--- src/rtl/imem_arbiter_pkg.sv ---
// Shared definitions for the instruction-memory arbiter and the accumulator core:
// default geometry, opcode encoding and a counter-width helper.
package imem_arbiter_pkg;

  localparam int ADDR_W_DEF = 5;
  localparam int DATA_W_DEF = 8;

  typedef enum logic [7:0] {
    OP_LOAD  = 8'h01,
    OP_STORE = 8'h02,
    OP_ADD   = 8'h03,
    OP_SUB   = 8'h04,
    OP_AND   = 8'h05,
    OP_OR    = 8'h06,
    OP_XOR   = 8'h07,
    OP_JMP   = 8'h08,
    OP_JZ    = 8'h09,
    OP_HALT  = 8'h0A
  } opcode_e;

  // Bits needed to hold 0..limit inclusive.
  function automatic int cnt_width(input int limit);
    return (limit < 1) ? 1 : $clog2(limit + 1);
  endfunction

endpackage

--- src/rtl/imem_arb_pick.sv ---
// Combinational grant decision between host and core, plus the next value of
// the core starvation counter.
module imem_arb_pick
  import imem_arbiter_pkg::*;
#(
  parameter int STARVE_LIMIT = 3,
  parameter int CNT_W        = cnt_width(STARVE_LIMIT)
) (
  input  logic             rst_n,
  input  logic             h_req,
  input  logic             h_lock,
  input  logic             c_req,
  input  logic [CNT_W-1:0] starve_cnt,
  output logic             h_gnt,
  output logic             c_gnt,
  output logic             starved,
  output logic [CNT_W-1:0] starve_cnt_nxt
);

  localparam logic [CNT_W-1:0] LIMIT = CNT_W'(STARVE_LIMIT);

  assign starved = (starve_cnt == LIMIT);

  always_comb begin
    // NOTE: every output gets a default first so no path can infer a latch.
    h_gnt          = 1'b0;
    c_gnt          = 1'b0;
    starve_cnt_nxt = '0;

    // rst_n is active-high here: no grants while it is asserted.
    if (!rst_n) begin
      if (h_lock)                h_gnt = h_req;
      else if (starved && c_req) c_gnt = 1'b1;
      else if (h_req)            h_gnt = 1'b1;
      else if (c_req)            c_gnt = 1'b1;

      if (!h_lock && c_req && !c_gnt)
        starve_cnt_nxt = starved ? LIMIT : starve_cnt + CNT_W'(1);
    end
  end

endmodule

--- src/rtl/imem_arbiter.sv ---
// Single-port instruction memory shared by a host (program load/debug) and a
// fetching core, with host priority bounded by a core starvation limit.
module imem_arbiter
  import imem_arbiter_pkg::*;
#(
  parameter int ADDR_W       = ADDR_W_DEF,
  parameter int DATA_W       = DATA_W_DEF,
  parameter int STARVE_LIMIT = 3
) (
  input  logic              clk,
  input  logic              rst_n,
  input  logic              h_req,
  input  logic              h_we,
  input  logic [ADDR_W-1:0] h_addr,
  input  logic [DATA_W-1:0] h_wdata,
  input  logic              h_lock,
  input  logic              c_req,
  input  logic [ADDR_W-1:0] c_addr,
  output logic              h_gnt,
  output logic              c_gnt,
  output logic              h_rvalid,
  output logic [DATA_W-1:0] h_rdata,
  output logic              c_rvalid,
  output logic [DATA_W-1:0] c_rdata,
  output logic              starved
);

  localparam int DEPTH = 1 << ADDR_W;
  localparam int CNT_W = cnt_width(STARVE_LIMIT);

  logic [DATA_W-1:0] mem [DEPTH];
  logic [CNT_W-1:0]  starve_cnt;
  logic [CNT_W-1:0]  starve_cnt_nxt;

  imem_arb_pick #(
    .STARVE_LIMIT (STARVE_LIMIT),
    .CNT_W        (CNT_W)
  ) u_pick (
    .rst_n          (rst_n),
    .h_req          (h_req),
    .h_lock         (h_lock),
    .c_req          (c_req),
    .starve_cnt     (starve_cnt),
    .h_gnt          (h_gnt),
    .c_gnt          (c_gnt),
    .starved        (starved),
    .starve_cnt_nxt (starve_cnt_nxt)
  );

  // NOTE: the memory array has no reset; program contents must survive a reset.
  always_ff @(posedge clk) begin
    if (!rst_n && h_gnt && h_we)
      mem[h_addr] <= h_wdata;
  end

  // NOTE: sequential state uses non-blocking assignments so all registers
  // sample the same pre-edge values.
  always_ff @(posedge clk) begin
    if (rst_n) begin
      h_rvalid   <= 1'b0;
      h_rdata    <= '0;
      c_rvalid   <= 1'b0;
      c_rdata    <= '0;
      starve_cnt <= '0;
    end else begin
      h_rvalid   <= h_gnt && !h_we;
      c_rvalid   <= c_gnt;
      starve_cnt <= starve_cnt_nxt;
      if (h_gnt && !h_we) h_rdata <= mem[h_addr];
      if (c_gnt)          c_rdata <= mem[c_addr];
    end
  end

endmodule

--- config.mk ---
export PLATFORM = sky130hd
export DESIGN_NAME = imem_arbiter
export DESIGN_NICKNAME = d
export VERILOG_FILES = /design/src/rtl/imem_arbiter_pkg.sv /design/src/rtl/imem_arb_pick.sv /design/src/rtl/imem_arbiter.sv
export SDC_FILE = /design/constraint.sdc
export NUM_CORES = 1
export LEC_CHECK = 0
export CORE_MARGIN = 2
export CORE_UTILIZATION = 45
export CTS_CLUSTER_SIZE = 12
export DETAILED_ROUTE_END_ITERATION = 16
export SLEW_MARGIN = 20
export SYNTH_ARGS = -nofsm -noshare
export SYNTH_HDL_FRONTEND = slang
export SYNTH_SLANG_ARGS = --single-unit
export TNS_END_PERCENT = 1
--- constraint.sdc ---
create_clock -name clk -period 2.7 [get_ports clk]
set_input_delay 0.405 -clock clk [delete_from_list [all_inputs] [get_ports clk]]
set_output_delay 0.405 -clock clk [all_outputs]
set_load 0.02 [all_outputs]
==> metrics, run 1 <==
outcome finished clean; initial antenna violation count 0; initial core utilization 45.8%; 1st-iter DRT viols 828; layout cells sized above 1 approximately 23%; pre-CTS WS -90.3 ps; Die W about 170 µm; Hold Vio Cnt, Final 0; FF-to-FF End c_rdata[0]$_SDFFE_PP0P_; Synth area leaders edfxtp_1 (60%), mux4_2 (11%), mux2i_1 (10%); synthesis-stage register bit count roughly 280; RSZ-0062 raised after global routing false; die area just under 30,000 µm²; endpoints failing setup 0; data required time of the critical path about 2300 ps; CTS Buf Count 30; DPL Wire Length roughly 26 mm; Resized Gates After CTS 0; Max IR drop VDD about 0.46 mV; count leader, synth edfxtp_1; reg-to-reg startpoint mem[1][0]$_DFFE_PP_; Slew @ Worst Pin between 800 and 900 ps; Syn Inst Count 765; ys flop type edfxtp_1; Filler cells around 2,300; EDFF count, synth 256; Routed Antenna Nets 0; Synth Cell Area between 10,000 and 15,000 µm²; largest area contributor in the netlist edfxtp_1; DR vias 7,845; CTS tree done; Synth Warn # 0; CP cell instances nand2_1 -> a21oi_2 -> and2_1 -> clkdlybuf4s50_1; Netlist cell types 36; H-tree depth 1; routed wire length approximately 38 mm; CP Max Fanout 3; WL per Instance between 20 and 30 µm; cells on worst reg2reg path 5; area grow syn2layout 17.7%; vias in the first global route about 8,000; # clock sinks roughly 280; hold buffers post-CTS 0; synthesized net count approximately 790; Port Buf Inserts 44; Startpoint Class flop; min Tclk post-route between 2000 and 3000 ps; CTS root buffer clkbuf_16; Top Ports 45; drt pass-1 iters 6; leakage power ~5.2 nW; row cnt 61; nets@finish 893; core area ~28,000 µm²; Vias/cell 6.19; total global-route track usage between 20% and 30%; crit path DAT between 2000 and 2500 ps; Seq/Total Area, Yosys 63.6%; Min-Delay Startpoint starve_cnt[0]$_SDFF_PP0_; Post-CTS Setup Inserts 0; CTS clk-pin slew, worst paths 60 ps; top-area cell type share of the netlist area around three fifths; CP endpoint kind output pin; first-pass GRT wire length around 54 mm; clk buf depth 3; Commonest cells post-synth edfxtp_1 (256), mux2i_1 (128), a22oi_1 (64), mux4_2 (64), a21oi_1 (41); Max Fclk just under 400 MHz; share of flip-flops with an asynchronous set or reset 0%; DIE HEIGHT about 170 µm; Final Skew roughly 16 ps; RePlAce Congestion just over 1; clk_lat worst skew around 550 ps; Final Cycle Share 94.8%; total power between 9 and 10 mW; Avg Cell Area, Syn between 15 and 20 µm²; diode count 0; worst hold stages 1; post-route DRC violation count 0; largest net degree at the start of global routing 36; Pwr Density just over 600 nW/µm²; max_cap viols 0; Worst slew margin 45.0%; pins over their slew limit 0; FF-to-FF setup slack 700 ps; total gr overflow 0; worst hold path type flop to flop; Crit Path Category flop to output pin; max incr delay on CP ~640 ps; Hold Path Sink starve_cnt[0]$_SDFF_PP0_; highest-delay cell along the critical path clkdlybuf4s50_1; post-route setup slack between 100 and 150 ps
layout make-up:
cell class | count | area, µm² | area share, %
flip-flops and latches | 276 | 8090 | 54.0
multi-input cells | 426 | 4290 | 28.6
repair buffers | 133 | 1240 | 8.28
clock buffers | 38 | 802 | 5.36
well taps | 378 | 473 | 3.16
clock inverters | 15 | 68.8 | 0.460
inverters | 2 | 7.51 | 0.0502
power by group:
group	switching (mW)	total, mW	internal (mW)
sequential	0.0227	4.72	4.69
combinational	0.486	0.829	0.342
clock	1.61	3.69	2.08
total	2.12	9.23	7.11
cells in the final DEF (no fill, tap or decap), types with 3 or more instances in the layout:
cell type	count
o211a_1	8
a221oi_1	16
a21oi_1	40
buf_12	11
a31oi_1	8
clkdlybuf4s50_1	41
nand2_1	5
a22oi_1	64
clkbuf_16	31
edfxtp_1	256
nor2_1	34
mux2i_1	128
clkinv_2	4
o41ai_1	8
mux4_2	64
and2_1	4
clkbuf_1	7
nand2b_1	4
nor3_1	3
clkinv_1	11
a22o_1	16
buf_4	79
dfxtp_1	20
worst max path at each step:
stage,start,endpoint,slack [ps],cells after the start
6_report,starve_cnt[0]$_SDFF_PP0_,c_gnt,140,4
5_1_grt,starve_cnt[0]$_SDFF_PP0_,c_gnt,90,4
2_1_floorplan,rst_n,mem[28][0]$_DFFE_PP_,310,7
3_5_place_dp,c_addr[2],c_rdata[0]$_SDFFE_PP0P_,-90,8
3_3_place_gp,c_addr[2],c_rdata[1]$_SDFFE_PP0P_,-40,9
4_1_cts,starve_cnt[0]$_SDFF_PP0_,c_gnt,110,4
metal layers:
metal  GRT usage (%)  vias to the layer above  routed length [µm]
met3            6.32                       81                2970
met2            41.2                      362               17800
met1            34.6                     4010               15500
met4            9.10                        0                1400
met5               0                        -                   0
li1                -                     3392                   -
logic make-up after synthesis:
| group | Yosys count | synth area share [%] |
|---|---|---|
| mux | 192 | 21.4 |
| buf+inv | 63 | 2.80 |
| xor+xnor | 1 | 0.0689 |
| compound gates | 162 | 9.25 |
| simple gates | 71 | 2.90 |
| flops | 276 | 63.6 |
metrics by stage:
| step | cell area [µm²] | setup TNS [ps] | instances | util, % | hold slack (ps) |
|---|---|---|---|---|---|
| 2_1_floorplan | 12700 | 0 | 765 | - | 444 |
| 3_3_place_gp | 14100 | -80.1 | 1215 | 50.7 | 453 |
| 3_5_place_dp | 14100 | -159 | 1215 | 50.7 | 467 |
| 4_1_cts | 15000 | 0 | 1268 | 53.9 | 473 |
| 5_1_grt | 15000 | 0 | 1268 | 53.9 | 497 |
| 6_report | 15000 | 0 | 1268 | 53.9 | 479 |
flip-flops by register name, indices dropped and copies added (netlist names):
| register | count |
|---|---|
| c_rdata | 8 |
| c_rvalid | 1 |
| h_rdata | 8 |
| h_rvalid | 1 |
| mem | 256 |
| starve_cnt | 2 |
critical path: cells and delay by family, from the launching register on:
family | cells | cell delay, ps
simple gates | 2 | 370
buf+inv | 1 | 640
flops | 1 | 360
compound gates | 1 | 230
Note: power is estimated with default switching activity, not from simulation.
==> run 2, diff against run 1 <==
--- a/config.mk
+++ b/config.mk
@@ -10,4 +10,5 @@
 export CTS_CLUSTER_SIZE = 12
 export DETAILED_ROUTE_END_ITERATION = 16
+export SETUP_SLACK_MARGIN = 0.3
 export SLEW_MARGIN = 20
 export SYNTH_ARGS = -nofsm -noshare
==> constraint.sdc (replaced) <==
create_clock -name clk -period 2.7 [get_ports clk]
set_input_delay 0.405 -clock clk [delete_from_list [all_inputs] [get_ports clk]]
set_output_delay 0.405 -clock clk [all_outputs]
set_load 0.05 [all_outputs]
==> run 2 against run 1 <==
Clock-buffer cell count is 6 higher. Clock skew is 0.75 ps lower. Clock power is 11% higher. Cell area is 0.63% higher. Wire length is 2.3% lower.
==> metrics, run 2 (same netlist as run 1, synthesis figures left out) <==
outcome finished clean; crit path DAT 1850 ps; GRT busiest layer met2; routed wire length 36.7 mm; highest-delay cell along the critical path clkdlybuf4s50_1; Switching Power 2.16 mW; 1st-iter DRT viols 1,135; Area after DPL 14,100 µm²; CP Max Fanout 2; H-tree depth 1; endpoints failing setup 0; Port Buf Inserts between 40 and 50; FF-to-FF setup slack between 600 and 700 ps; die area 29,600 µm²; largest reg by FF count mem; row cnt a little over 60; Int Pwr around 7.5 mW; Vias/cell a little over 6; M1 GR Usage 34.8%; initial core utilization 45.8%; post-route cell area approximately 15,000 µm²; Slew @ Worst Pin 852 ps; CTS tree done; DPL Wire Length between 20 and 30 mm; Crit Path Category flop to output pin; Max Fclk roughly 440 MHz; Worst slew margin ~43%; Startpoint Class flop; Sw Share 22.3%; Min-Delay Startpoint starve_cnt[0]$_SDFF_PP0_; Top Ports 45; Comb power frac under 10%; clk_lat worst skew 570 ps; drt pass-1 iters 6; Hold Path Sink starve_cnt[0]$_SDFF_PP0_; clock power share a little over two fifths; commonest non-fill, non-tap cell in the layout edfxtp_1; total global-route track usage 25.2%; WL per Instance slightly below 30 µm; first-pass GRT wire length between 50 and 60 mm; reg-to-reg startpoint mem[19][4]$_DFFE_PP_; worst path bufs/invs 1; # clock sinks 276; max_cap viols 0; pins over their slew limit 0; total gr overflow 0; CP cell instances clkdlybuf4s50_1; most frequent cells in the layout edfxtp_1 (256), mux2i_1 (128), buf_4 (69), a22oi_1 (64), mux4_2 (64); CP endpoint kind output pin; Largest regs mem: 256 flops, c_rdata: 8 flops, h_rdata: 8 flops; CTS Buf Count 30; RSZ-0062 raised after global routing false; worst hold stages 1; Reg power frac roughly 49%; FF-to-FF End h_rdata[4]$_SDFFE_PP0P_; M2 GR Usage between 30 and 40%; Routed Antenna Nets 0; clk buf depth 3; GRT met3 Usage 6.34%; Pwr Density 643 nW/µm²; leakage power between 5 and 6 nW; Hold Vio Cnt, Final 0; area grow syn2layout 18.4%; cells on worst reg2reg path 4; layout cells sized above 1 between 20% and 30%; DIE HEIGHT roughly 170 µm; data required time of the critical path about 2300 ps; post-route setup slack 445 ps; post-route DRC violation count 0; CTS clk-pin slew, worst paths ~60 ps; CTS root buffer clkbuf_16; max reg flops about 260; pre-CTS WS -5.36 ps; initial antenna violation count 2; nets@finish 884; hold buffers post-CTS 0; largest net degree at the start of global routing 36; core area 27,800 µm²; RePlAce Congestion between 0.9 and 1; Final Cycle Share between 80% and 90%; min Tclk post-route ~2300 ps; worst hold path type flop to flop; DR vias about 8,000; max incr delay on CP 860 ps; vias in the first global route 7,713; Final Skew between 15 and 20 ps; Crit path max-delay family buffers and inverters; Max IR drop VDD between 0.4 and 0.5 mV; Die W 172 µm
[run 2: cell types whose count changed in the layout (fill, tap and decap cells not counted), moves of 2 or more]
cell,change
buf_12,+3
bufinv_16,+3
clkbuf_8,+4
clkinv_1,-7
clkbuf_1,+2
buf_4,-10
clkdlybuf4s50_1,-3
clkinv_2,+2
[run 2: timing repair]
action / 4_1_cts / 5_1_grt
endpoints found under the setup margin: 0 / 1
setup buffers: 0 / 0
gates resized for setup: 0 / 1
[run 2: layout make-up]
type                            count  area, µm²
Timing Repair Buffer              124       1210
Multi-Input combinational cell    426       4290
Fill cell                        2251      12700
Inverter                            2       7.51
Sequential cell                   276       8090
Antenna cell                        1       2.50
Tap cell                          378        473
Clock inverter                     12        131
Clock buffer                       44        865
[run 2: power groups by stage]
| stage | Combinational (mW) | Sequential (mW) | Clock [mW] |
|---|---|---|---|
| 6_report | 0.864 | 4.72 | 4.10 |
| 2_1_floorplan | 0.429 | 4.86 | 0 |
| 5_1_grt | 0.901 | 4.71 | 4.33 |
| 3_3_place_gp | 0.844 | 4.80 | 0 |
| 3_5_place_dp | 0.854 | 4.80 | 0 |
| 4_1_cts | 0.856 | 4.71 | 4.13 |
[run 2: stage by stage]
stage / util [%] / hold slack (ps) / TNS [ps] / total power [mW] / std cells
2_1_floorplan: - / 444 / 0 / 5.29 / 765
3_3_place_gp: 50.6 / 452 / 0 / 5.65 / 1206
3_5_place_dp: 50.6 / 465 / -5.36 / 5.66 / 1206
4_1_cts: 54.2 / 473 / 0 / 9.70 / 1262
5_1_grt: 54.2 / 506 / 0 / 9.95 / 1262
6_report: 54.2 / 467 / 0 / 9.68 / 1263
[run 2: layer usage]
| metal | up-vias | wire, µm |
|---|---|---|
| met5 | - | 13 |
| met4 | 2 | 1120 |
| met3 | 55 | 3250 |
| met2 | 361 | 17100 |
| met1 | 4040 | 15200 |
| li1 | 3383 | - |
[run 2: how the worst max path moves through the flow]
stage / from / endpoint / slack, ps / cells after the start
floorplan: rst_n / mem[28][0]$_DFFE_PP_ / 320 / 7
global placement: c_addr[2] / c_rdata[6]$_SDFFE_PP0P_ / 1 / 8
detailed placement: c_addr[2] / c_rdata[6]$_SDFFE_PP0P_ / -5 / 8
CTS: starve_cnt[0]$_SDFF_PP0_ / starved / 370 / 3
global route: starve_cnt[0]$_SDFF_PP0_ / c_gnt / 380 / 4
finish: c_rdata[1]$_SDFFE_PP0P_ / c_rdata[1] / 440 / 1
==> run 3, diff against run 2 <==
Clock period 2.7 ns to 2.06 ns, I/O delays scaled along.
==> run 3 against run 2 <==
Clock skew up 1.9 ps. Cell area up 4.6%. First-iteration DRC count down 20%. Combinational power up 46%. Global-route usage up 0.64 points. Sequential power up 31%. Via count up 3.9%. Sequential cell count unchanged. Clock power up 24%.
==> metrics, run 3 (same netlist as run 1, synthesis figures left out) <==
Startpoint Class input port; clock power share 40.7%; RePlAce Congestion 0.936; CP Max Fanout 3; row cnt just over 60; CTS tree done; # clock sinks approximately 280; commonest non-fill, non-tap cell in the layout edfxtp_1; DR vias ~8,100; Max IR drop VDD around 0.64 mV; CP endpoint kind output pin; worst hold margin 167 ps; Switching Power about 2.8 mW; die area between 20,000 and 30,000 µm²; Int Pwr 9.72 mW; routed wire length about 37 mm; Pwr Density about 800 nW/µm²; largest net degree at the start of global routing 33; CP cell instances clkdlybuf4s50_1 -> nand2b_1 -> buf_4 -> a21oi_2 -> and2_4 -> buf_12 -> buf_12; Crit Path Category input port to output pin; most used cell, CP buf_12; most frequent cells in the layout edfxtp_1 (256), mux2i_1 (128), buf_4 (118), mux4_2 (64), a22oi_1 (63); Die W around 170 µm; Filler cells 2,201; Port Buf Inserts 44; nets@finish around 950; Sw Share a little under a quarter; first-pass GRT wire length approximately 55 mm; post-route cell area roughly 16,000 µm²; initial core utilization a little under half; pre-CTS WS -388 ps; drt pass-1 iters 5; hold buffers post-CTS 0; total power between 10 and 15 mW; post-route setup slack between 150 and 200 ps; Hold Vio Cnt, Final 0; WL per Instance approximately 28 µm; Routed Antenna Nets 0; 1st-iter DRT viols slightly above 900; vias in the first global route 8,195; DIE HEIGHT between 150 and 200 µm; Reg power frac slightly below 50%; area grow syn2layout 23.8%; endpoints failing setup 0; leakage power roughly 5.7 nW; Top Ports 45; clk buf depth 3; layout cells sized above 1 31.4%; H-tree depth 1; worst hold path type input port to flop; area occupied by multi-input gates between 4000 and 5000 µm²; total gr overflow 0; outcome finished clean; data required time of the critical path around 1800 ps; RSZ-0062 raised after global routing true; worst path bufs/invs 4; Vias/cell a little over 6; Worst slew margin between 50% and 60%; Final Cycle Share 91.8%; highest-delay cell along the critical path clkdlybuf4s50_1; DPL Wire Length about 26 mm; clk_lat worst skew roughly 550 ps; Slew @ Worst Pin approximately 740 ps; Comb power frac a little over 10%; max reg flops about 260; pins over their slew limit 0; CTS root buffer clkbuf_16; diode count 0; max_cap viols 0; largest reg by FF count mem; Crit path max-delay family buffers and inverters; Largest regs mem: 256 flops, c_rdata: 8 flops, h_rdata: 8 flops; Final Skew 17.6 ps; Seq. cell area 8090 µm²; Area after DPL around 15,000 µm²; CTS clk-pin slew, worst paths approximately 60 ps; initial antenna violation count 0; Max Fclk between 500 and 600 MHz; core area approximately 28,000 µm²; max incr delay on CP around 380 ps; crit path DAT roughly 1600 ps; post-route DRC violation count 0; CTS Buf Count 29; min Tclk post-route between 1500 and 2000 ps; total global-route track usage about 26%
-- run 3: path summary, 6_finish.rpt --
path                                               start                  endpoint  slack (ps)  cells past startpoint
worst max-delay path                              h_lock                     c_gnt         170                      7
worst min-delay path                               h_req  starve_cnt[0]$_SDFF_PP0_         170                      4
worst max register to register      mem[14][6]$_DFFE_PP_   h_rdata[6]$_SDFFE_PP0P_         250                      5
worst min register to register  starve_cnt[0]$_SDFF_PP0_  starve_cnt[0]$_SDFF_PP0_         440                      1
-- run 3: final cells by class --
cell class | count | area share [%]
sequential | 276 | 51.4
multi-input combinational | 426 | 28.3
timing repair buffer | 186 | 11.4
clock buffer | 43 | 5.07
tap | 378 | 3.00
clock inverter | 10 | 0.771
inverter | 2 | 0.0477
-- run 3: timing repair --
action	4_1_cts	5_1_grt
endpoints found under the setup margin	78	172
gates resized for setup	14	55
pin swaps	0	16
buffers inserted	0	0
-- run 3: worst min-delay path, cell delays in order --
cell	delay, ps
dlymetal6s2s_1	150
nand2b_4	80
buf_4	100
nor3_1	30
-- run 3: layer usage --
layer | global-route usage [%] | vias up | part of all wire, %
met5 | 0 | - | 0
met4 | 7.56 | 0 | 2.9
met1 | 36.3 | 4236 | 41
met2 | 42.5 | 340 | 48
li1 | - | 3511 | -
met3 | 3.48 | 56 | 7.5
-- run 3: power by group through the flow --
stage | combinational, mW | sequential [mW] | clock (mW)
after floorplan | 0.568 | 6.37 | 0
after global placement | 1.22 | 6.29 | 0
after detailed placement | 1.25 | 6.30 | 0
after CTS | 1.24 | 6.18 | 5.16
after global routing | 1.32 | 6.18 | 5.41
final | 1.26 | 6.18 | 5.10
-- run 3: stage by stage --
step,setup TNS (ps),instances,utilization [%]
floorplan,-188,765,-
global placement,-49670,1267,53.0
detailed placement,-51950,1268,53.1
CTS,0,1321,56.3
global route,0,1321,56.7
finish,0,1321,56.7
